==> config.mk <==
export PLATFORM = sky130hd
export DESIGN_NAME = conv_window_sequencer_flat
export DESIGN_NICKNAME = d
export VERILOG_FILES = /design/src/rtl/conv_window_sequencer_if.sv /design/src/rtl/conv_window_sequencer.sv /design/src/flat_wrapper.sv
export SDC_FILE = /design/constraint.sdc
export NUM_CORES = 1
export LEC_CHECK = 0
export BUFFER_PORTS_ARGS = -buffer_cell sky130_fd_sc_hd__buf_2
export CORE_AREA = 10 10 109 111
export CTS_CLUSTER_SIZE = 28
export DETAILED_ROUTE_END_ITERATION = 12
export DIE_AREA = 0 0 119 121
export PLACE_DENSITY = 0.58
export RECOVER_POWER = 25
export SYNTH_ARGS = -nofsm -noshare
export SYNTH_HDL_FRONTEND = slang
export SYNTH_SLANG_ARGS = --single-unit
==> constraint.sdc <==
create_clock -name clk -period 5.3 [get_ports clk]
set_input_delay 0.795 -clock clk [delete_from_list [all_inputs] [get_ports clk]]
set_output_delay 0.795 -clock clk [all_outputs]
set_load 0.1 [all_outputs]
==> src/rtl/conv_window_sequencer_if.sv <==
// Tap stream between conv_window_sequencer (master) and the input-buffer read side (slave).
interface conv_window_sequencer_if #(
   parameter int ADDR_WIDTH = 8
);
   logic                         coord_valid;
   logic                         coord_ready;
   logic [ADDR_WIDTH-1:0]        out_row;
   logic [ADDR_WIDTH-1:0]        out_col;
   logic [ADDR_WIDTH-1:0]        k_row;
   logic [ADDR_WIDTH-1:0]        k_col;
   logic signed [ADDR_WIDTH:0]   in_row;
   logic signed [ADDR_WIDTH:0]   in_col;
   logic                         pad;
   logic                         first;
   logic                         last;
   logic                         frame_last;

   modport master (
      output coord_valid, out_row, out_col, k_row, k_col,
             in_row, in_col, pad, first, last, frame_last,
      input  coord_ready
   );

   modport slave (
      input  coord_valid, out_row, out_col, k_row, k_col,
             in_row, in_col, pad, first, last, frame_last,
      output coord_ready
   );
endinterface

==> src/rtl/conv_window_sequencer.sv <==
// Walks output pixels and kernel taps of one conv frame, emitting signed input coordinates.
// Optional CONV_SEQ_STALL_CNT_EN adds a saturating back-pressure cycle counter (stall_count).
//
// state | meaning
// IDLE  | waiting for start, all outputs at rest
// RUN   | presenting taps on the coord stream
// DONE  | one-cycle done pulse after the final tap
module conv_window_sequencer #(
   parameter int ADDR_WIDTH = 8,
   parameter int IN_H       = 4,
   parameter int IN_W       = 4,
   parameter int K          = 3,
   parameter int STRIDE     = 1,
   parameter int PADDING    = 1
) (
   input  logic                    clk,
   input  logic                    rst_n,
   input  logic                    start,
   output logic                    busy,
   output logic                    done,
`ifdef CONV_SEQ_STALL_CNT_EN
   output logic [15:0]             stall_count,
`endif
   conv_window_sequencer_if.master coord
);
   localparam int AW    = ADDR_WIDTH;
   localparam int CW    = ADDR_WIDTH + 2;
   localparam int OUT_H = (IN_H + 2 * PADDING - K) / STRIDE + 1;
   localparam int OUT_W = (IN_W + 2 * PADDING - K) / STRIDE + 1;

   localparam logic [AW-1:0]      K_MAX   = AW'(K - 1);
   localparam logic [AW-1:0]      OW_MAX  = AW'(OUT_W - 1);
   localparam logic [AW-1:0]      OH_MAX  = AW'(OUT_H - 1);
   localparam logic signed [AW:0] IN_H_S  = (AW + 1)'(IN_H);
   localparam logic signed [AW:0] IN_W_S  = (AW + 1)'(IN_W);

   typedef enum logic [1:0] {IDLE, RUN, DONE} state_t;

   state_t              state_q, state_d;
   logic                busy_q, busy_d, done_q, done_d, valid_q, valid_d;
   logic [AW-1:0]       orow_q, orow_d, ocol_q, ocol_d, krow_q, krow_d, kcol_q, kcol_d;
   logic signed [AW:0]  in_row_q, in_row_d, in_col_q, in_col_d;
   logic                pad_q, pad_d, first_q, first_d, last_q, last_d, flast_q, flast_d;
   logic                handshake;

   // Wide intermediate so the -PADDING underflow lands correctly in the signed result.
   function automatic logic signed [AW:0] in_coord(input logic [AW-1:0] o, input logic [AW-1:0] k);
      logic [CW-1:0] acc;
      acc = CW'(o) * CW'(STRIDE) + CW'(k) - CW'(PADDING);
      return $signed(acc[AW:0]);
   endfunction

   always_comb begin
      state_d   = state_q;
      valid_d   = valid_q;
      orow_d    = orow_q;
      ocol_d    = ocol_q;
      krow_d    = krow_q;
      kcol_d    = kcol_q;
      handshake = valid_q && coord.coord_ready;

      case (state_q)
         IDLE: begin
            if (start) begin
               state_d = RUN;
               valid_d = 1'b1;
               orow_d  = '0;
               ocol_d  = '0;
               krow_d  = '0;
               kcol_d  = '0;
            end
         end
         RUN: begin
            if (handshake) begin
               if (flast_q) begin
                  state_d = DONE;
                  valid_d = 1'b0;
                  orow_d  = '0;
                  ocol_d  = '0;
                  krow_d  = '0;
                  kcol_d  = '0;
               end else if (kcol_q != K_MAX) begin
                  kcol_d = kcol_q + 1'b1;
               end else begin
                  kcol_d = '0;
                  if (krow_q != K_MAX) begin
                     krow_d = krow_q + 1'b1;
                  end else begin
                     krow_d = '0;
                     if (ocol_q != OW_MAX) begin
                        ocol_d = ocol_q + 1'b1;
                     end else begin
                        ocol_d = '0;
                        orow_d = orow_q + 1'b1;
                     end
                  end
               end
            end
         end
         DONE:    state_d = IDLE;
         default: state_d = IDLE;
      endcase

      busy_d = (state_d != IDLE);
      done_d = (state_d == DONE);

      // Tap outputs are registered from the next counter values; idle shows zeros.
      in_row_d = '0;
      in_col_d = '0;
      pad_d    = 1'b0;
      first_d  = 1'b0;
      last_d   = 1'b0;
      flast_d  = 1'b0;
      if (valid_d) begin
         in_row_d = in_coord(orow_d, krow_d);
         in_col_d = in_coord(ocol_d, kcol_d);
         pad_d    = in_row_d[AW] || (in_row_d >= IN_H_S) ||
                    in_col_d[AW] || (in_col_d >= IN_W_S);
         first_d  = (krow_d == '0) && (kcol_d == '0);
         last_d   = (krow_d == K_MAX) && (kcol_d == K_MAX);
         flast_d  = last_d && (ocol_d == OW_MAX) && (orow_d == OH_MAX);
      end
   end

   always_ff @(posedge clk) begin
      if (!rst_n) begin
         state_q  <= IDLE;
         busy_q   <= 1'b0;
         done_q   <= 1'b0;
         valid_q  <= 1'b0;
         orow_q   <= '0;
         ocol_q   <= '0;
         krow_q   <= '0;
         kcol_q   <= '0;
         in_row_q <= '0;
         in_col_q <= '0;
         pad_q    <= 1'b0;
         first_q  <= 1'b0;
         last_q   <= 1'b0;
         flast_q  <= 1'b0;
      end else begin
         state_q  <= state_d;
         busy_q   <= busy_d;
         done_q   <= done_d;
         valid_q  <= valid_d;
         orow_q   <= orow_d;
         ocol_q   <= ocol_d;
         krow_q   <= krow_d;
         kcol_q   <= kcol_d;
         in_row_q <= in_row_d;
         in_col_q <= in_col_d;
         pad_q    <= pad_d;
         first_q  <= first_d;
         last_q   <= last_d;
         flast_q  <= flast_d;
      end
   end

`ifdef CONV_SEQ_STALL_CNT_EN
   logic [15:0] stall_cnt_q, stall_cnt_d;

   always_comb begin
      stall_cnt_d = stall_cnt_q;
      if (state_q == IDLE && start) begin
         stall_cnt_d = '0;
      end else if (valid_q && !coord.coord_ready && stall_cnt_q != 16'hFFFF) begin
         stall_cnt_d = stall_cnt_q + 16'd1;
      end
   end

   always_ff @(posedge clk) begin
      if (!rst_n) stall_cnt_q <= '0;
      else        stall_cnt_q <= stall_cnt_d;
   end

   assign stall_count = stall_cnt_q;
`endif

   assign busy             = busy_q;
   assign done             = done_q;
   assign coord.coord_valid = valid_q;
   assign coord.out_row    = orow_q;
   assign coord.out_col    = ocol_q;
   assign coord.k_row      = krow_q;
   assign coord.k_col      = kcol_q;
   assign coord.in_row     = in_row_q;
   assign coord.in_col     = in_col_q;
   assign coord.pad        = pad_q;
   assign coord.first      = first_q;
   assign coord.last       = last_q;
   assign coord.frame_last = flast_q;
endmodule
==> src/flat_wrapper.sv <==
// flat-port wrapper written by rule: the top's interface ports become plain ports
module conv_window_sequencer_flat 
#(
   parameter int ADDR_WIDTH = 8,
   parameter int IN_H       = 4,
   parameter int IN_W       = 4,
   parameter int K          = 3,
   parameter int STRIDE     = 1,
   parameter int PADDING    = 1
)
  (clk, rst_n, start, busy, done, coord_coord_valid, coord_out_row, coord_out_col, coord_k_row, coord_k_col, coord_in_row, coord_in_col, coord_pad, coord_first, coord_last, coord_frame_last, coord_coord_ready);
  conv_window_sequencer_if #(.ADDR_WIDTH(ADDR_WIDTH)) coord_i ();
  input  logic clk;
  input  logic rst_n;
  input  logic start;
  output logic busy;
  output logic done;
  output wire logic [$bits(coord_i.coord_valid)-1:0] coord_coord_valid;
  output wire logic [$bits(coord_i.out_row)-1:0] coord_out_row;
  output wire logic [$bits(coord_i.out_col)-1:0] coord_out_col;
  output wire logic [$bits(coord_i.k_row)-1:0] coord_k_row;
  output wire logic [$bits(coord_i.k_col)-1:0] coord_k_col;
  output wire logic [$bits(coord_i.in_row)-1:0] coord_in_row;
  output wire logic [$bits(coord_i.in_col)-1:0] coord_in_col;
  output wire logic [$bits(coord_i.pad)-1:0] coord_pad;
  output wire logic [$bits(coord_i.first)-1:0] coord_first;
  output wire logic [$bits(coord_i.last)-1:0] coord_last;
  output wire logic [$bits(coord_i.frame_last)-1:0] coord_frame_last;
  input wire logic [$bits(coord_i.coord_ready)-1:0] coord_coord_ready;
  assign coord_coord_valid = coord_i.coord_valid;
  assign coord_out_row = coord_i.out_row;
  assign coord_out_col = coord_i.out_col;
  assign coord_k_row = coord_i.k_row;
  assign coord_k_col = coord_i.k_col;
  assign coord_in_row = coord_i.in_row;
  assign coord_in_col = coord_i.in_col;
  assign coord_pad = coord_i.pad;
  assign coord_first = coord_i.first;
  assign coord_last = coord_i.last;
  assign coord_frame_last = coord_i.frame_last;
  assign coord_i.coord_ready = coord_coord_ready;
  conv_window_sequencer #(.ADDR_WIDTH(ADDR_WIDTH), .IN_H(IN_H), .IN_W(IN_W), .K(K), .STRIDE(STRIDE), .PADDING(PADDING)) u_core (.clk(clk), .rst_n(rst_n), .start(start), .busy(busy), .done(done), .coord(coord_i));
endmodule
==> summary.txt <==
Yosys
  – Post-Synth Simple-Gate Area: 0.295
  – XOR/XNOR share of the synthesized area: 0.0315
  – Synth Area in Compound Gates: 0.172
  – FFs w/ async S/R, synth: 0
  – Post-Synth Adder-Cell Area: 0.126
  – Register area share after synthesis: 0.304
  – Yosys warnings: 0
  – Post-Syn Area: 0.00389 mm²
  – Post-Syn Area per Cell: 8.17 µm²
  – Number of synthesized flops with an enable pin: 0
  – Ys flop type: dfxtp_1
  – Mux contribution to synthesized area: 0.00290
  – Cell variety after synth: approximately 70
  – FF+latch count, synth: between 50 and 60
  – Largest family of logic cells by synthesized area: simple AND/OR/NAND/NOR gates
  – Syn nets: approximately 520
  – Syn Inst Count: approximately 480

Floorplanning
  – Die height: roughly 120 µm
  – Die area: around 0.014 mm²
  – Horiz. Die Dim: ~120 µm
  – IO Pins: just over 60
  – Initial Utilization: 0.403
  – Num rows: 36
  – Core Region: about 0.0096 mm²

GRT
  – Global-route usage over all layers: 0.163
  – Initial antenna violation count: 0
  – First-pass GRT wire length: ~19 mm
  – Grt ovf: 0
  – Vias in the first global route: 3522
  – Largest net degree at the start of global routing: 36

Layout
  – Post-layout util: 0.462
  – Area grow syn2layout: 14.4%
  – Share of layout cells above drive strength 1: 0.149
  – Non-Filler Instances: ~670
  – Number of diodes: 0
  – Post-route design area: between 0.004 and 0.005 mm²
  – Final nets: 575

Timing
  – Tmin final: approximately 4800 ps
  – Unrepaired setup endpoints after global routing: false
  – Final setup margin: roughly 510 ps
  – Final slew viol count: 0
  – Setup TNS: 0 ps
  – Slew margin rel.: 0.193
  – Final Cycle Share: 0.905
  – Skew final: approximately 12 ps
  – Final setup vio count: 0
  – Worst hold margin: 632 ps
  – Final hold vios: 0
  – Fmax: roughly 0.21 GHz
  – Worst Tran Pin Value: 1220 ps

Min path
  – Hold Crit Start: u_core.coord.out_row[7]$_SDFF_PN0_
  – WHS Path Cells: 2
  – Hold endpoint: u_core.coord.out_row[7]$_SDFF_PN0_
  – Worst min path class: reg2reg

Setup path
  – Critical Path Sink Type: flip-flop
  – Crit-path max FO: 13
  – Worst reg-to-reg path cell count: 19
  – Worst Path Buf+Inv: 2
  – Setup CP Type: reg2reg
  – Crit path cell chain: ha_1, nor3b_2, nand4_4, nor3_2, mux2_2, nand2_1, ha_1, inv_1, ha_1, inv_1, fa_1, nor2b_1, o21ai_0, nand2b_1, xnor2_1, nand3_1, nor4bb_1, nand4_1, a211o_1
  – RR Startpoint: u_core.coord.k_col[1]$_SDFF_PN0_
  – Worst path top cell family by delay: simple AND/OR/NAND/NOR gates
  – CP max-delay cell: nor3b_2
  – R2r setup slk: about 500 ps
  – Worst R2R End: u_core.coord.pad$_SDFF_PN0_
  – Most numerous cell on the critical path: ha_1
  – Critical path required time: 5530 ps
  – Max incr delay on CP: 630 ps
  – Crit path arrival time: approximately 5000 ps
  – Startpoint Class: flip-flop

Power and ir drop
  – Power density over the cells: approximately 240 mW/mm²
  – Net Sw Frac: 0.335
  – Static Leak: between 1.5 and 2 nW
  – Int Pwr: a little over 0.7 mW
  – Power after layout: 1.07 mW
  – Psw: ~0.36 mW
  – Sequential Power Share: 0.435
  – Maximum VDD drop: between 0.15 and 0.2 mV
  – Part of the power in combinational logic: 0.173
  – Clock Power Share: 0.392

Routing
  – Routed len/inst: between 15 and 20 µm
  – Final antenna-violating net count: 0
  – Via density: around 5.4
  – First drt pass iteration count: 7
  – DR iter-0 viols: slightly below 300
  – Final WL: approximately 12 mm
  – Residual DRC: 0
  – Vias: 3616

Clock network
  – Count of cells resized by post-cts repair: 0
  – CTS Hold Buffers Added: 0
  – CTS tree: yes
  – Post-CTS setup buffer count: 0
  – TritonCTS Buffers: 9
  – Htree depth: 3
  – Clock sink count: 59
  – Worst-Skew Late Latency: ~340 ps
  – Clock transition time at the flip-flop clock pins of the worst setup and hold paths: ~70 ps
  – CTS Buffer Depth: 2
  – CTS root buf: clkbuf_8

Place
  – Routability Congestion: 0.920
  – Place WS: around 550 ps
  – Placed insts: approximately 660
  – Hpwl dp: between 9 and 10 mm
  – Placed instance area: roughly 0.0043 mm²
  – I/O Buffers: 60

Status
  – Status: finished, final reports clean

Run
  – Maximum Capacitance Violations: 0
[routing by layer]
layer,wire length (µm),share of wire,global-route usage,vias up
li1,-,-,-,1798
met1,5350,0.45,0.208,1672
met2,5390,0.46,0.256,132
met3,950,0.080,0.0484,14
met4,164,0.014,0.0542,0
met5,0,0,0,-
[area by class of cell]
| cell class | instances | area, µm² |
|---|---|---|
| Fill cell | 1020 | 5190 |
| Multi-Input combinational cell | 352 | 2440 |
| Sequential cell | 59 | 1180 |
| Timing Repair Buffer | 62 | 282 |
| Inverter | 49 | 184 |
| Tap cell | 133 | 166 |
| Clock buffer | 11 | 141 |
| Clock inverter | 5 | 52.6 |
[cells in the final DEF (no fill, tap or decap), types with 8 or more instances in the layout]
| cell | n |
|---|---|
| a31oi_1 | 8 |
| dfxtp_1 | 59 |
| a21oi_1 | 22 |
| xnor2_1 | 8 |
| nor3_1 | 17 |
| clkbuf_8 | 10 |
| clkbuf_1 | 28 |
| nand2_1 | 27 |
| nor2_1 | 64 |
| o21ai_0 | 21 |
| nand3_1 | 17 |
| ha_1 | 36 |
| buf_2 | 33 |
| nand4_1 | 12 |
| inv_1 | 47 |
[cell usage after synthesis, types with 4 or more instances]
cell type  instances  area (µm²)
clkbuf_1          11        41.3
nor3_1            17        85.1
o21ai_1            6        30.0
a31oi_1            8        50.1
nand4_1           12        75.1
and3_1             7        43.8
a21o_1             7        52.6
o21ai_0           21         105
nand2_1           27         101
nand2b_1           6        37.5
dfxtp_1           59        1180
nor2_1            64         240
a211oi_1           4        30.0
ha_1              36         450
nor4_4             4        85.1
nor4_1             4        25.0
a21oi_1           22         110
and2_1             5        31.3
xnor2_1            8        70.1
xor2_1             6        52.6
nand3_1           17        85.1
inv_1             47         176
nor3b_1            4        30.0
[sequential cells by signal (all words and copies together), names as in the netlist, 2 cells and up]
register              cells
u_core.coord.out_col      8
u_core.coord.in_col       9
u_core.state_q            2
u_core.coord.in_row       9
u_core.coord.out_row      8
u_core.coord.k_row        8
u_core.coord.k_col        8
[cells by family (layout without fill, tap and decap cells)]
family / after synthesis / after routing
multiplexers: 1 / 1
XOR/XNOR: 14 / 14
adder cells (fa/ha/maj): 38 / 38
AO/OA/AOI/OAI: 101 / 101
buffers and inverters: 65 / 127
flip-flops: 59 / 59
AND/OR/NAND/NOR: 198 / 198
[tightest hold or removal path, stage by stage (launching register included)]
cell      delay (ps)
dfxtp_1          380
a221oi_2         130
nor2_1            80
[worst max path at each step]
| stage | startpoint | slack [ps] | to | depth (start not counted) |
|---|---|---|---|---|
| floorplan | u_core.coord.k_col[1]$_SDFF_PN0_ | 610 | u_core.coord.pad$_SDFF_PN0_ | 19 |
| global placement | coord_coord_ready | 500 | u_core.coord.pad$_SDFF_PN0_ | 17 |
| detailed placement | coord_coord_ready | 550 | u_core.coord.pad$_SDFF_PN0_ | 17 |
| CTS | u_core.coord.k_col[1]$_SDFF_PN0_ | 520 | u_core.coord.pad$_SDFF_PN0_ | 19 |
| global route | u_core.coord.k_col[1]$_SDFF_PN0_ | 260 | u_core.coord.pad$_SDFF_PN0_ | 19 |
| finish | u_core.coord.k_col[1]$_SDFF_PN0_ | 510 | u_core.coord.pad$_SDFF_PN0_ | 19 |
[power by group through the flow]
stage	Sequential (mW)	Combinational (mW)	Clock, mW
floorplan	0.584	0.0479	0
global placement	0.476	0.189	0
detailed placement	0.475	0.189	0
CTS	0.466	0.190	0.426
global route	0.467	0.195	0.448
finish	0.466	0.185	0.420
Power figures use the tool's default switching activity.
